--- src/rtl/spi_pkg.sv ---
// Shared SPI definitions used by spi_slave and spi_master.
package spi_pkg;

  localparam int unsigned SPI_WIDTH       = 8;
  localparam int unsigned SPI_SYNC_STAGES = 2;

  typedef struct packed {
    logic cpol;
    logic cpha;
  } spi_mode_t;

  typedef enum logic {
    IDLE   = 1'b0,
    ACTIVE = 1'b1
  } state_t;

endpackage

--- src/rtl/spi_sync_edge.sv ---
// Multi-flop synchronizer for one async pin, with rise/fall detection
// against a one-cycle-delayed copy of the synchronized level.
module spi_sync_edge #(
  parameter int unsigned STAGES    = 2,
  parameter logic        RESET_VAL = 1'b0
) (
  input  logic clk,
  input  logic rst,
  input  logic din,
  output logic rise_c,
  output logic fall_c
);

  logic [STAGES-1:0] sync_q, sync_d;
  logic              prev_q, prev_d;

  always_comb begin
    sync_d = STAGES'({sync_q, din});
    prev_d = sync_q[STAGES-1];
  end

  always_ff @(posedge clk or posedge rst) begin
    if (rst) begin
      sync_q <= {STAGES{RESET_VAL}};
      prev_q <= RESET_VAL;
    end else begin
      sync_q <= sync_d;
      prev_q <= prev_d;
    end
  end

  assign rise_c = sync_q[STAGES-1] & ~prev_q;
  assign fall_c = ~sync_q[STAGES-1] & prev_q;

endmodule

--- src/rtl/spi_slave.sv ---
// Byte-oriented SPI target oversampling sck/ss/mosi on the system clock;
// supports all CPOL/CPHA modes and back-to-back bytes within one frame.
module spi_slave
  import spi_pkg::*;
#(
  parameter int unsigned WIDTH       = SPI_WIDTH,
  parameter int unsigned SYNC_STAGES = SPI_SYNC_STAGES
) (
  input  logic             clk,
  input  logic             rst,
  input  logic             cpol,
  input  logic             cpha,
  input  logic             sck,
  input  logic             ss,
  input  logic             mosi,
  output logic             miso,
  input  logic [WIDTH-1:0] tx_byte,
  input  logic             tx_load,
  output logic             tx_ready,
  output logic [WIDTH-1:0] rx_byte,
  output logic             rx_valid,
  output logic             busy,
  output logic             underrun
);

  localparam int unsigned CNT_W = $clog2(WIDTH);

  logic sck_rise_c, sck_fall_c, ss_rise_c, ss_fall_c;
  logic [SYNC_STAGES-1:0] mosi_sync_q, mosi_sync_d;
  logic mosi_s;

  spi_sync_edge #(.STAGES(SYNC_STAGES), .RESET_VAL(1'b0)) u_sck_sync (
    .clk(clk), .rst(rst), .din(sck), .rise_c(sck_rise_c), .fall_c(sck_fall_c)
  );

  spi_sync_edge #(.STAGES(SYNC_STAGES), .RESET_VAL(1'b1)) u_ss_sync (
    .clk(clk), .rst(rst), .din(ss), .rise_c(ss_rise_c), .fall_c(ss_fall_c)
  );

  assign mosi_sync_d = SYNC_STAGES'({mosi_sync_q, mosi});
  assign mosi_s      = mosi_sync_q[SYNC_STAGES-1];

  state_t           state_q, state_d;
  spi_mode_t        mode_q, mode_d;
  logic [WIDTH-1:0] shift_tx_q, shift_tx_d, shift_rx_q, shift_rx_d;
  logic [WIDTH-1:0] buf_q, buf_d, rx_byte_q, rx_byte_d;
  logic [CNT_W-1:0] bit_cnt_q, bit_cnt_d;
  logic             skip_q, skip_d, reload_q, reload_d;
  logic             tx_ready_q, tx_ready_d, rx_valid_q, rx_valid_d;
  logic             underrun_q, underrun_d, busy_q, busy_d, miso_q, miso_d;
  logic             lead_c, trail_c, sample_c, shift_c, consume_c;
  logic [WIDTH-1:0] tx_next_c;

  // Edge roles follow the mode latched while idle, not the live pins.
  assign lead_c    = mode_q.cpol ? sck_fall_c : sck_rise_c;
  assign trail_c   = mode_q.cpol ? sck_rise_c : sck_fall_c;
  assign sample_c  = mode_q.cpha ? trail_c : lead_c;
  assign shift_c   = mode_q.cpha ? lead_c : trail_c;
  assign tx_next_c = tx_ready_q ? '0 : buf_q;

  always_comb begin
    state_d    = state_q;
    mode_d     = mode_q;
    shift_tx_d = shift_tx_q;
    shift_rx_d = shift_rx_q;
    bit_cnt_d  = bit_cnt_q;
    skip_d     = skip_q;
    reload_d   = reload_q;
    buf_d      = buf_q;
    tx_ready_d = tx_ready_q;
    rx_byte_d  = rx_byte_q;
    rx_valid_d = 1'b0;
    underrun_d = 1'b0;
    consume_c  = 1'b0;

    case (state_q)
      IDLE: begin
        mode_d = '{cpol: cpol, cpha: cpha};
        if (ss_fall_c) begin
          state_d    = ACTIVE;
          shift_tx_d = tx_next_c;
          consume_c  = 1'b1;
          bit_cnt_d  = '0;
          skip_d     = mode_q.cpha;
          reload_d   = 1'b0;
        end
      end
      ACTIVE: begin
        if (ss_rise_c) begin
          state_d   = IDLE;
          bit_cnt_d = '0;
        end else if (sample_c) begin
          shift_rx_d = WIDTH'({shift_rx_q, mosi_s});
          if (bit_cnt_q == CNT_W'(WIDTH - 1)) begin
            rx_byte_d  = shift_rx_d;
            rx_valid_d = 1'b1;
            bit_cnt_d  = '0;
            reload_d   = 1'b1;
          end else begin
            bit_cnt_d = bit_cnt_q + CNT_W'(1);
          end
        end else if (shift_c) begin
          if (skip_q) begin
            skip_d = 1'b0;
          end else if (reload_q) begin
            shift_tx_d = tx_next_c;
            consume_c  = 1'b1;
            reload_d   = 1'b0;
          end else begin
            shift_tx_d = WIDTH'({shift_tx_q, 1'b0});
          end
        end
      end
      default: state_d = IDLE;
    endcase

    // A consume reads the old buffer; a same-cycle load still lands.
    if (consume_c) begin
      underrun_d = tx_ready_q;
      tx_ready_d = 1'b1;
    end
    if (tx_load && (tx_ready_q || consume_c)) begin
      buf_d      = tx_byte;
      tx_ready_d = 1'b0;
    end

    busy_d = (state_d == ACTIVE);
    miso_d = busy_d & shift_tx_d[WIDTH-1];
  end

  always_ff @(posedge clk or posedge rst) begin
    if (rst) begin
      mosi_sync_q <= '0;
      state_q     <= IDLE;
      mode_q      <= '0;
      shift_tx_q  <= '0;
      shift_rx_q  <= '0;
      bit_cnt_q   <= '0;
      skip_q      <= 1'b0;
      reload_q    <= 1'b0;
      buf_q       <= '0;
      tx_ready_q  <= 1'b1;
      rx_byte_q   <= '0;
      rx_valid_q  <= 1'b0;
      underrun_q  <= 1'b0;
      busy_q      <= 1'b0;
      miso_q      <= 1'b0;
    end else begin
      mosi_sync_q <= mosi_sync_d;
      state_q     <= state_d;
      mode_q      <= mode_d;
      shift_tx_q  <= shift_tx_d;
      shift_rx_q  <= shift_rx_d;
      bit_cnt_q   <= bit_cnt_d;
      skip_q      <= skip_d;
      reload_q    <= reload_d;
      buf_q       <= buf_d;
      tx_ready_q  <= tx_ready_d;
      rx_byte_q   <= rx_byte_d;
      rx_valid_q  <= rx_valid_d;
      underrun_q  <= underrun_d;
      busy_q      <= busy_d;
      miso_q      <= miso_d;
    end
  end

  assign miso     = miso_q;
  assign tx_ready = tx_ready_q;
  assign rx_byte  = rx_byte_q;
  assign rx_valid = rx_valid_q;
  assign busy     = busy_q;
  assign underrun = underrun_q;

endmodule

--- config.mk ---
export PLATFORM = sky130hd
export DESIGN_NAME = spi_slave
export DESIGN_NICKNAME = d
export VERILOG_FILES = /design/src/rtl/spi_pkg.sv /design/src/rtl/spi_sync_edge.sv /design/src/rtl/spi_slave.sv
export SDC_FILE = /design/constraint.sdc
export NUM_CORES = 1
export LEC_CHECK = 0
export CAP_MARGIN = 0
export CORE_ASPECT_RATIO = 0.9
export CORE_MARGIN = 4
export CORE_UTILIZATION = 50
export CTS_CLUSTER_SIZE = 14
export DETAILED_ROUTE_END_ITERATION = 10
export DONT_BUFFER_PORTS = 1
export PLACE_DENSITY = 0.74
export SYNTH_ARGS = -nofsm -noshare
export SYNTH_HDL_FRONTEND = slang
export SYNTH_SLANG_ARGS = --single-unit
--- constraint.sdc ---
create_clock -name clk -period 3.7 [get_ports clk]
set_input_delay 0.37 -clock clk [delete_from_list [all_inputs] [get_ports clk]]
set_output_delay 0.37 -clock clk [all_outputs]
set_load 0.005 [all_outputs]
After elaboration in Yosys (flattened, before gate mapping). Index checks and enable logic that the tools add are counted.

Flip-flop bits (word level): 51. Bits of input ports: 16. Output and inout port bits: 13. Word-level logic and storage cells: 96.

Add/sub/neg operators: 1. Equality and inequality tests: 10. Mux-type cells: 45. Bitwise logic cells: 11. Reductions and logical operators: 9.

Operators by type and width (count): two-way mux 8 bit (7); two-way mux 1 bit (28); one-hot mux 8 bit (2 select lines) (1); two-way mux 3 bit (4); AND reduction 5 bit (2); != test 3 x 2 -> 1 bit (second input constant) (3); != test 2 bit (second input constant) (4); one-hot mux 1 bit (2 select lines) (4); AND reduction 4 bit (2); NOT 1 bit (6); one-hot mux 3 bit (2 select lines) (1); AND 1 bit (5); adder 3 x 1 -> 3 bit (second input constant) (1); equality test 3 bit (second input constant) (1); != test 3 x 1 -> 1 bit (second input constant) (1); AND reduction 3 bit (1); != test 2 x 1 -> 1 bit (second input constant) (1); AND reduction 2 bit (1); nonzero test 2 bit (1); logical AND 1 bit (1); logical OR 1 bit (1).

Depth between registers and ports, before layout. Gate-level depths: netlist of run 1.

Depth after elaboration: 11. Depth in mapped cells: 6. Depth with buffers taken out: 5.

Modules after synthesis. A second synthesis of run 1 with hierarchy kept.

Cells, all modules: 160. Area total of the unflattened synthesis: 2160.8 µm².

Modules (own cells, without submodules): spi_slave (times used 1, cells an instance 148, area each 1969.4 µm², seq. area each 1127.3 µm²); spi_sync_edge at u_ss_sync (times used 1, cells an instance 6, area each 97.6 µm², seq. area each 78.8 µm²); spi_sync_edge at u_sck_sync (times used 1, cells an instance 6, area each 93.8 µm², seq. area each 75.1 µm²).

Worst setup path after synthesis of run 1. Ideal clock, no wire load.

Path type: flip-flop to flip-flop. Start point: register mode_q[0] (netlist name). End point: register rx_byte_q[0], in the netlist rx_byte[0]. Setup time: 0.125 ns. Arrival: 1.592 ns. Required time: 3.575 ns. Setup slack: 1.982 ns. Stages on the path, launching flop included: 6. Buffers on the path: 0. Clock period less this slack: 1.718 ns. Cells stage by stage: dfrtp_1 > xor2_2 > mux2i_2 > nand3_2 > inv_4 > mux2_4.

Longest elaborated chain between the ends: 2.

Ends and longest elaborated chain: start: declaration (RTL line spi_slave.sv:44) `spi_mode_t mode_q, mode_d;`; start signal: assignment (RTL line spi_slave.sv:151) `mode_q <= mode_d;`; two-way mux 1 bit (RTL line spi_slave.sv:57) `assign sample_c = mode_q.cpha ? trail_c : lead_c;`; AND reduction 4 bit (no line); end signal: assignment (RTL line spi_slave.sv:159) `rx_byte_q <= rx_byte_d;`; end: declaration (RTL line spi_slave.sv:46) `logic [WIDTH-1:0] buf_q, buf_d, rx_byte_q, rx_byte_d;`.

Every way passes these cells. A chain may end at the register's enable or synchronous reset.

Final worst setup path of run 1.
Start point: register mode_q[0] (netlist name). End point: register skip_q.

Longest elaborated chain between the ends: 3. Elaborated cells between the ends (all ways): 7. Those cells by class: 2 x eq/ne; 4 x mux; 1 x reduce/logical.

Ends and longest elaborated chain: two-way mux 1 bit, on equally long branches (RTL line spi_slave.sv:58, spi_slave.sv:57); != test 2 x 1 -> 1 bit (no line) / != test 2 bit (equally long branches); AND reduction 4 bit (no line); end signal: assignment (RTL line spi_slave.sv:155) `skip_q <= skip_d;`; end: declaration (RTL line spi_slave.sv:48) `logic skip_q, skip_d, reload_q, reload_d;`.

Parallel ways exist; a longest one is shown, timed or not. The select of a mux whose other input is x is not followed.

==> reports/results.ini, run 1 <==
[status]
status=finished clean

[synth]
synth-xor-area-share=0.0133
synth_top_family_by_area=compound AO/OA/AOI/OAI gates
ys_top_cells_by_area=dfrtp_1, o211ai_1, mux2_2, dfstp_2, mux2_4
ys_seq_area_frac=0.525
synth-seq-cells=51
post-synth-top-area-fraction=0.482
synth_top_area_cell=dfrtp_1
synth_mux_area_frac=0.112
synth-edff-count=0
yosys.area_share.simple=0.145
synth_adder_area_share=0.0102
synth_warnings=0
async_flop_share=1.00
synthCells=214
ys.flop_type=dfrtp_1
ys_types=37
syn_area_per_cell_um2=11.4
netlist_area_um2=2440
synth_compound_area_frac=0.174
synth_fp_nets=232

[clock_tree]
clk_latency_ps=300
htree_num_levels=2
clk_pin_slew_ps=90
cts_setup_buffers=0
cts-root-buf=clkbuf_8
cts_resized=0
cts.path.max_buffers=2
numClockSinks=51
postCtsHoldBufs=0
cts_buffers=5
cts_tree=yes

[timing]
period_share=0.596
slew_violations=0
holdWs_ps=52.1
period_minus_slack_ps=2210
setup_violations=0
hold_viol=0
worst_pin_slew_ps=1090
fmax_mhz=453
rsz0062_at_grt=false
fin_tns_setup_ps=0
slew_headroom=0.272
skew_ps=5.94

[grt]
overflow=0
gr-usage-all-layers=0.166
antenna_found_initial=0
grt_pass1_wl_um=7720
grt_pass1_vias=1599
grt_max_degree=52

[detailed_routing]
drc=0
ant_nets=0
routed_via_density=5.83
wire_per_inst_um=16.2
firstDrtPassIters=4
totalWireLength_um=4500
drtIter0Drc=113
vias=1620

[critical_path]
crit_type=reg -> reg
worstSetupStartpointType=register
worstSetupEndpointType=register
arrival_ps=2420
cp_max_fo=11
crit_required_ps=3910

[die]
dieWidth_um=81.7
ios=29
core-area_um2=4580
initial_core_util=0.534
die_height_um=74.3
die-area_um2=6070
fp-row-count=23

[power]
p_total_mw=1.54
p_leak_nw=1.06
power.density_nw_per_um2=595
vdd_ir_drop_max_mv=0.269

[layout]
area_growth_pct=5.74
layout-drive-gt1-share=0.190
layout_common_cells=dfrtp_1, nand2_1, o211ai_1
fin_nets=233
layout_commonest_cell=dfrtp_1
antenna_cells=0
finalInstanceArea_um2=2580

[place]
hpwlAfterDp_um=3120
finalWeightedCongestion=0.862
place.port_buffers=0
dpl_cell_area_um2=2490

[flow_run]
drv_cap=0

[worst_hold_path]
worstHoldPathType=in -> reg

==> synthesized netlist by cell type, drive strengths merged (2+ instances only) <==
cell	count
a22o	6
nand2	25
nand4	2
ha	2
dfstp	4
inv	6
mux2	17
a211oi	3
nand2b	13
buf	3
a32oi	6
nor2	9
nor3b	7
a21oi	7
o21ai	16
o211ai	18
clkbuf	3
mux2i	4
dfrtp	47
nor2b	6
==> area by class of cell <==
type	count	area (um2)
Fill cell	380	1990
Sequential cell	51	1280
Multi-Input combinational cell	151	1110
Tap cell	62	77.6
Clock buffer	5	68.8
Inverter	6	25.0
Clock inverter	3	20.0
==> flip-flops by register name, summed over array words and instances, names as in the netlist, 2 cells and up <==
name / count
bit_cnt_q: 3
buf_q: 8
mode_q: 2
mosi_sync_q: 2
rx_byte: 8
shift_rx_q: 7
shift_tx_q: 8
u_sck_sync.sync_q: 2
u_ss_sync.sync_q: 2
==> per-stage QoR <==
step / setup WS [ps] / utilization / std cells
after floorplan: 1980 / - / 214
after global placement: 1670 / 0.545 / 270
after detailed placement: 1570 / 0.545 / 270
after CTS: 1540 / 0.564 / 278
after global routing: 1350 / 0.564 / 278
final: 1490 / 0.564 / 278
==> critical path: stages (launching register included) <==
cell and delay [ps]:
dfrtp_1 460, xnor2_2 320, mux2i_1 760, nor2_1 280, o31ai_1 290
==> routing by layer <==
layer / part of all wire / up-vias / GRT usage
met2: 0.43 / 38 / 0.243
met5: 0 / - / 0
met3: 0.058 / 6 / 0.0545
li1: - / 777 / -
met1: 0.50 / 799 / 0.237
met4: 0.012 / 0 / 0.0498
==> cells by family after synthesis <==
group | count (synthesis)
buf+inv | 12
xor+xnor | 2
simple gates | 66
compound gates | 60
flops | 51
fa+ha+maj | 2
mux | 21
==> report_power, final <==
part	leakage (nW)	internal, mW	switching (mW)
logic	0.400	0.203	0.200
registers	0.624	0.694	0.126
clock network	0.0402	0.132	0.183
==> path summary, 6_finish.rpt <==
path                                       end  slack [ps]           start  cells past startpoint
max                                     skip_q        1490       mode_q[0]                      4
min                        u_ss_sync.sync_q[0]          50              ss                      0
max reg2reg                             skip_q        1490       mode_q[0]                      4
min reg2reg                     mosi_sync_q[1]         350  mosi_sync_q[0]                      0
max in group asynchronous        shift_rx_q[0]        2880             rst                      1
min in group asynchronous             buf_q[1]         190             rst                      1
(Power assumes the default switching activity.)
==> run 2: changes to the inputs <==
Settings changed: ABC_AREA set to 1.
Clock period 3.7 ns to 2.15 ns, I/O delays scaled along.
==> reports/results.ini, run 2 <==
[status]
status=finished clean

[layout]
fin_nets=282  ; +21%
final.fill_count=377  ; -0.79%
final-seq-area_um2=1280  ; unchanged
layout_common_cells=nand2_1, dfrtp_1, nand3_1
antenna_cells=0  ; unchanged
final_util=0.578  ; +0.0131
layout-drive-gt1-share=0.128  ; -0.0615
layout_commonest_cell=nand2_1
fin_cells=325  ; +17%
multi_input_area_um2=847  ; -24%
area_growth_pct=7.70

[timing]
skew_ps=6.06  ; +0.115 ps
slew_headroom=0.689  ; +0.417
hold_viol=0  ; unchanged
period_minus_slack_ps=1550  ; -655 ps
rsz0062_at_grt=false
period_share=0.721  ; +0.125
fmax_mhz=645  ; +42%
worst_pin_slew_ps=466  ; -621 ps
setup_violations=0  ; unchanged
slew_violations=0  ; unchanged
fin_tns_setup_ps=0  ; unchanged

[critical_path]
critPathCapture=shift_tx_q[1]
crit_required_ps=2390  ; -1520 ps
cp_max_fo=7  ; -4
reg2reg_to=shift_tx_q[1]
crit_family=simple AND/OR/NAND/NOR gates
crit_chain=inv_1, nand2_1, nand2_4, inv_2, nand4_1, nor2_1, nor2_1, nand2_1
arrival_ps=1790  ; -630 ps
r2r_start=u_ss_sync.prev_q
critical_path_buf_inv_count=2  ; +2
worstSetupEndpointType=register
worstSetupStartpointType=register
crit_path_start=u_ss_sync.prev_q
cp_slowest_cell=dfstp_2
reg2regPathDepth=8  ; +4
cp.depth=8  ; +4
crit_type=reg -> reg
reg2reg_slack_ps=600  ; -900 ps
cp_slowest_stage_delay_ps=530  ; -230 ps

[clock_tree]
clk_latency_ps=300  ; about the same
cts-root-buf=clkbuf_8
cts_buffers=5  ; unchanged
clk_pin_slew_ps=80  ; about the same
cts.path.max_buffers=2  ; unchanged
cts_tree=yes
cts_resized=0  ; unchanged
htree_num_levels=2  ; unchanged
numClockSinks=51  ; unchanged

[synth]
async_flop_share=1.00  ; unchanged
ys_top_cells_by_area=dfrtp_1, nand2_1, nand3_1, dfstp_2, nor2_1
ys_seq_area_frac=0.567  ; +0.0427
synthCells=256  ; +20%
synth_fp_nets=274  ; +18%
ys.flop_type=dfrtp_1
ys_types=26  ; -30%
yosysMostFrequentCell=nand2_1
syn_area_per_cell_um2=8.82  ; -23%
synth-edff-count=0  ; unchanged
synth_warnings=0  ; unchanged
post-synth-top-area-fraction=0.521  ; +0.0392
synth-seq-cells=51  ; unchanged
yosys-top-cells-count=nand2_1, dfrtp_1, nand3_1, nor2_1, inv_1
synth_top_area_cell=dfrtp_1
netlist_area_um2=2260  ; -7.5%

[grt]
gr-usage-all-layers=0.159  ; -0.00733
grt_pass1_wl_um=7220  ; -6.4%
antenna_found_initial=0  ; unchanged
grt_pass1_vias=1629  ; +1.9%
overflow=0  ; unchanged
grt_max_degree=24  ; -54%

[die]
initial_core_util=0.536  ; +0.00247
dieWidth_um=78.8  ; -3.5%
fp-row-count=22  ; -4.3%
core-area_um2=4210  ; -8.0%
die-area_um2=5660  ; -6.8%
die_height_um=71.8  ; -3.4%
ios=29  ; unchanged

[detailed_routing]
vias=1669  ; +3.0%
firstDrtPassIters=4  ; unchanged
drtIter0Drc=121  ; +7.1%
routed_via_density=5.14  ; -12%
ant_nets=0  ; unchanged
drc=0  ; unchanged
wire_per_inst_um=12.2  ; -25%
totalWireLength_um=3970  ; -12%

[power]
power.density_nw_per_um2=1030  ; +73%
vdd_ir_drop_max_mv=0.688  ; +160%
p_leak_nw=1.22  ; +15%

[place]
dpl.cell_count=313  ; +16%
finalWeightedCongestion=0.864  ; +0.28%
hpwlAfterDp_um=2890  ; -7.6%
place.port_buffers=0  ; unchanged

[worst_hold_path]
whs_path_depth=2  ; +2
worstHoldPathType=in -> reg

[flow_run]
drv_cap=0  ; unchanged

-- run 2: changes by cell type in the layout (fill, tap and decap cells not counted), sizes merged, moves of 4 or more --
cell and change:
a22o -6, nor3b -7, o211ai -18, mux2 -17, nand3 +26, inv +18, nand2b -13, o21ai +10
a32oi -6, dlygate4sd3 +4, nand2 +59, nor2 +15, mux2i -4, nor2b -6
-- run 2: area by class of cell --
class / instances / share of cell area
well taps: 60 / 0.0309
inverters: 25 / 0.0386
clock buffers: 8 / 0.0329
multi-input cells: 175 / 0.348
repair buffers: 6 / 0.0226
flip-flops and latches: 51 / 0.527
-- run 2: worst min path at each step --
| stage | startpoint | end | slack, ps |
|---|---|---|---|
| 4_1_cts | cpha | mode_q[0] | 30 |
| 3_3_place_gp | rst | mosi_sync_q[0] | 150 |
| 2_1_floorplan | ss | u_ss_sync.sync_q[0] | 220 |
| 6_report | cpha | mode_q[0] | 40 |
| 3_5_place_dp | rst | mosi_sync_q[0] | 150 |
| 5_1_grt | tx_byte[7] | buf_q[7] | 50 |
-- run 2: logic make-up after synthesis --
| logic type | synth area share |
|---|---|
| simple gates | 0.279 |
| flops | 0.567 |
| compound gates | 0.0853 |
| buf+inv | 0.0576 |
| fa+ha+maj | 0.0111 |
-- run 2: routing by layer --
layer	part of all wire	vias to the layer above	global-route usage	wire [um]
met2	0.46	41	0.260	1830
met3	0.059	9	0.0389	236
li1	-	831	-	-
met5	0	-	0	0
met1	0.46	788	0.207	1840
met4	0.016	0	0.0553	65
-- run 2: worst reg2reg max path, stage by stage (launching register included) --
cell,delay (ps)
dfstp_2,530
inv_1,70
nand2_1,100
nand2_4,80
inv_2,130
nand4_1,280
nor2_1,180
nor2_1,60
nand2_1,60
-- run 2: metrics by stage --
stage	power [mW]	setup slack, ps	instance area [um2]	hold slack [ps]
3_3_place_gp	1.97	650	2310	149
4_1_cts	2.53	586	2430	30.4
2_1_floorplan	1.85	712	2260	219
6_report	2.50	600	2430	35.6
3_5_place_dp	1.99	618	2310	151
5_1_grt	2.71	440	2430	47.2
-- run 2: report_power, final --
part	switching, mW	internal (mW)	total (mW)
registers	0.158	1.21	1.36
clock network	0.291	0.232	0.523
logic	0.406	0.210	0.617
-- run 2: what timing repair did --
item | in CTS | in global routing
hold endpoints to repair | 23 | 0
hold buffers | 4 | 0
setup buffers | 0 | 0
==> run 3: changes to the inputs <==
Clock period 2.15 ns to 1.6 ns, I/O delays scaled along.
==> reports/results.ini, run 3 (same netlist as run 2, synthesis figures left out) <==
[status]
status=finished clean

[timing]
slew_violations=0  ; unchanged
hold_viol=0  ; unchanged
period_share=0.919  ; +0.198
fin_tns_setup_ps=0  ; unchanged
slew_headroom=0.713  ; +0.0243
worst_pin_slew_ps=429  ; -36.4 ps
fmax_mhz=680  ; +5.4%
period_minus_slack_ps=1470  ; -79.3 ps
setup_violations=0  ; unchanged
skew_ps=9.06  ; +3.01 ps
timing.final.ws_setup_ps=129  ; -471 ps

[critical_path]
crit_path_frequent_cell=nand2_1
crit_required_ps=1810  ; -580 ps
cp_slowest_cell=dfstp_2
worstSetupStartpointType=register
cp_max_fo=11  ; +4
worstSetupEndpointType=register
cp_slowest_stage_delay_ps=520  ; about the same
crit_chain=inv_1, nor3_2, inv_2, o21ai_2, nand2_2, nand2_1, nand2_1
crit_type=reg -> reg
arrival_ps=1680  ; -110 ps

[grt]
grt_max_degree=33  ; +38%
grt_use_met3=0.0553  ; +0.0163
grt_pass1_vias=1717  ; +5.4%
gr-usage-all-layers=0.170  ; +0.0114
busiest_layer=met2
grt_pass1_wl_um=7710  ; +6.7%
met1_usage=0.218  ; +0.0109
overflow=0  ; unchanged
antenna_found_initial=0  ; unchanged
use_met2=0.285  ; +0.0245

[detailed_routing]
routed_via_density=4.96  ; -3.4%
wire_per_inst_um=12.4  ; +1.8%
totalWireLength_um=4240  ; +6.8%
ant_nets=0  ; unchanged
vias=1691  ; +1.3%
drc=0  ; unchanged
drtIter0Drc=102  ; -16%
firstDrtPassIters=4  ; unchanged

[clock_tree]
cts-root-buf=clkbuf_8
clk_latency_ps=310  ; about the same
cts_tree=yes
clk_pin_slew_ps=100  ; +20 ps
htree_num_levels=2  ; unchanged
cts_buffers=5  ; unchanged
numClockSinks=51  ; unchanged
cts.path.max_buffers=2  ; unchanged

[flow_run]
drv_cap=0  ; unchanged

[place]
pre_cts_ws_ps=83.3  ; -535 ps
hpwlAfterDp_um=2990  ; +3.7%
dpl_cell_area_um2=2350  ; +1.5%
finalWeightedCongestion=0.858  ; -0.73%
place.port_buffers=0  ; unchanged

[layout]
fin_nets=298  ; +5.7%
antenna_cells=0  ; unchanged
area_growth_pct=17.2
final_util=0.629  ; +0.0511
layout_commonest_cell=nand2_1
layout-drive-gt1-share=0.167  ; +0.0390
finalInstanceArea_um2=2650  ; +8.8%
layout_common_cells=nand2_1, dfrtp_1, nand3_1, nor2_1, inv_1

[die]
die-area_um2=5660  ; unchanged
dieWidth_um=78.8  ; unchanged
fp-row-count=22  ; unchanged
core-area_um2=4210  ; unchanged
initial_core_util=0.536  ; unchanged
die_height_um=71.8  ; unchanged
ios=29  ; unchanged

[power]
power.density_nw_per_um2=1390  ; +35%
p_leak_nw=1.32  ; +8.4%
p_total_mw=3.67  ; +47%
vdd_ir_drop_max_mv=0.777  ; +13%

[worst_hold_path]
worstHoldPathType=in -> reg

-- run 3: critical path: cells and delay by family (launching register included) --
kind	cells	cell delay, ps
AO/OA/AOI/OAI	1	120
AND/OR/NAND/NOR	4	500
flip-flops	1	520
buffers and inverters	2	230
-- run 3: final cells by class --
cell class,instances,area [um2]
Inverter,25,93.8
Fill cell,364,1560
Multi-Input combinational cell,175,866
Clock buffer,5,68.8
Tap cell,60,75.1
Sequential cell,51,1280
Clock inverter,3,47.5
Timing Repair Buffer,22,215
-- run 3: per-stage QoR --
step	cells	hold slack (ps)
2_1_floorplan	256	164
3_3_place_gp	316	69.6
3_5_place_dp	316	75.4
4_1_cts	337	0.360
5_1_grt	341	4.36
6_report	341	9.39
-- run 3: what timing repair did --
item	in CTS	in global routing
gates resized for setup	0	5
setup buffers	0	2
endpoints found under the hold margin	30	1
setup endpoints to repair	0	16
hold buffers	13	2
-- run 3: layer usage --
| layer | vias to the layer above | routed length [um] |
|---|---|---|
| li1 | 862 | - |
| met1 | 792 | 2010 |
| met2 | 34 | 1980 |
| met3 | 3 | 220 |
| met4 | 0 | 30 |
| met5 | - | 0 |
-- run 3: report_power, final --
group,internal (mW),leakage (nW),total [mW],switching (mW)
clock network,0.474,0.0587,0.916,0.442
logic,0.348,0.611,0.947,0.599
registers,1.62,0.654,1.81,0.192
-- run 3: worst paths after layout --
path                       slack, ps  depth (start not counted)                   end                 start
setup / recovery                 130                          7         shift_tx_q[4]      u_ss_sync.prev_q
hold / removal                     9                          2              buf_q[1]            tx_byte[1]
setup reg to reg                 130                          7         shift_tx_q[4]      u_ss_sync.prev_q
hold reg to reg                  350                          0  u_sck_sync.sync_q[1]  u_sck_sync.sync_q[0]
max in group asynchronous        720                          3   u_ss_sync.sync_q[1]                   rst
min in group asynchronous        290                          2         shift_tx_q[2]                   rst
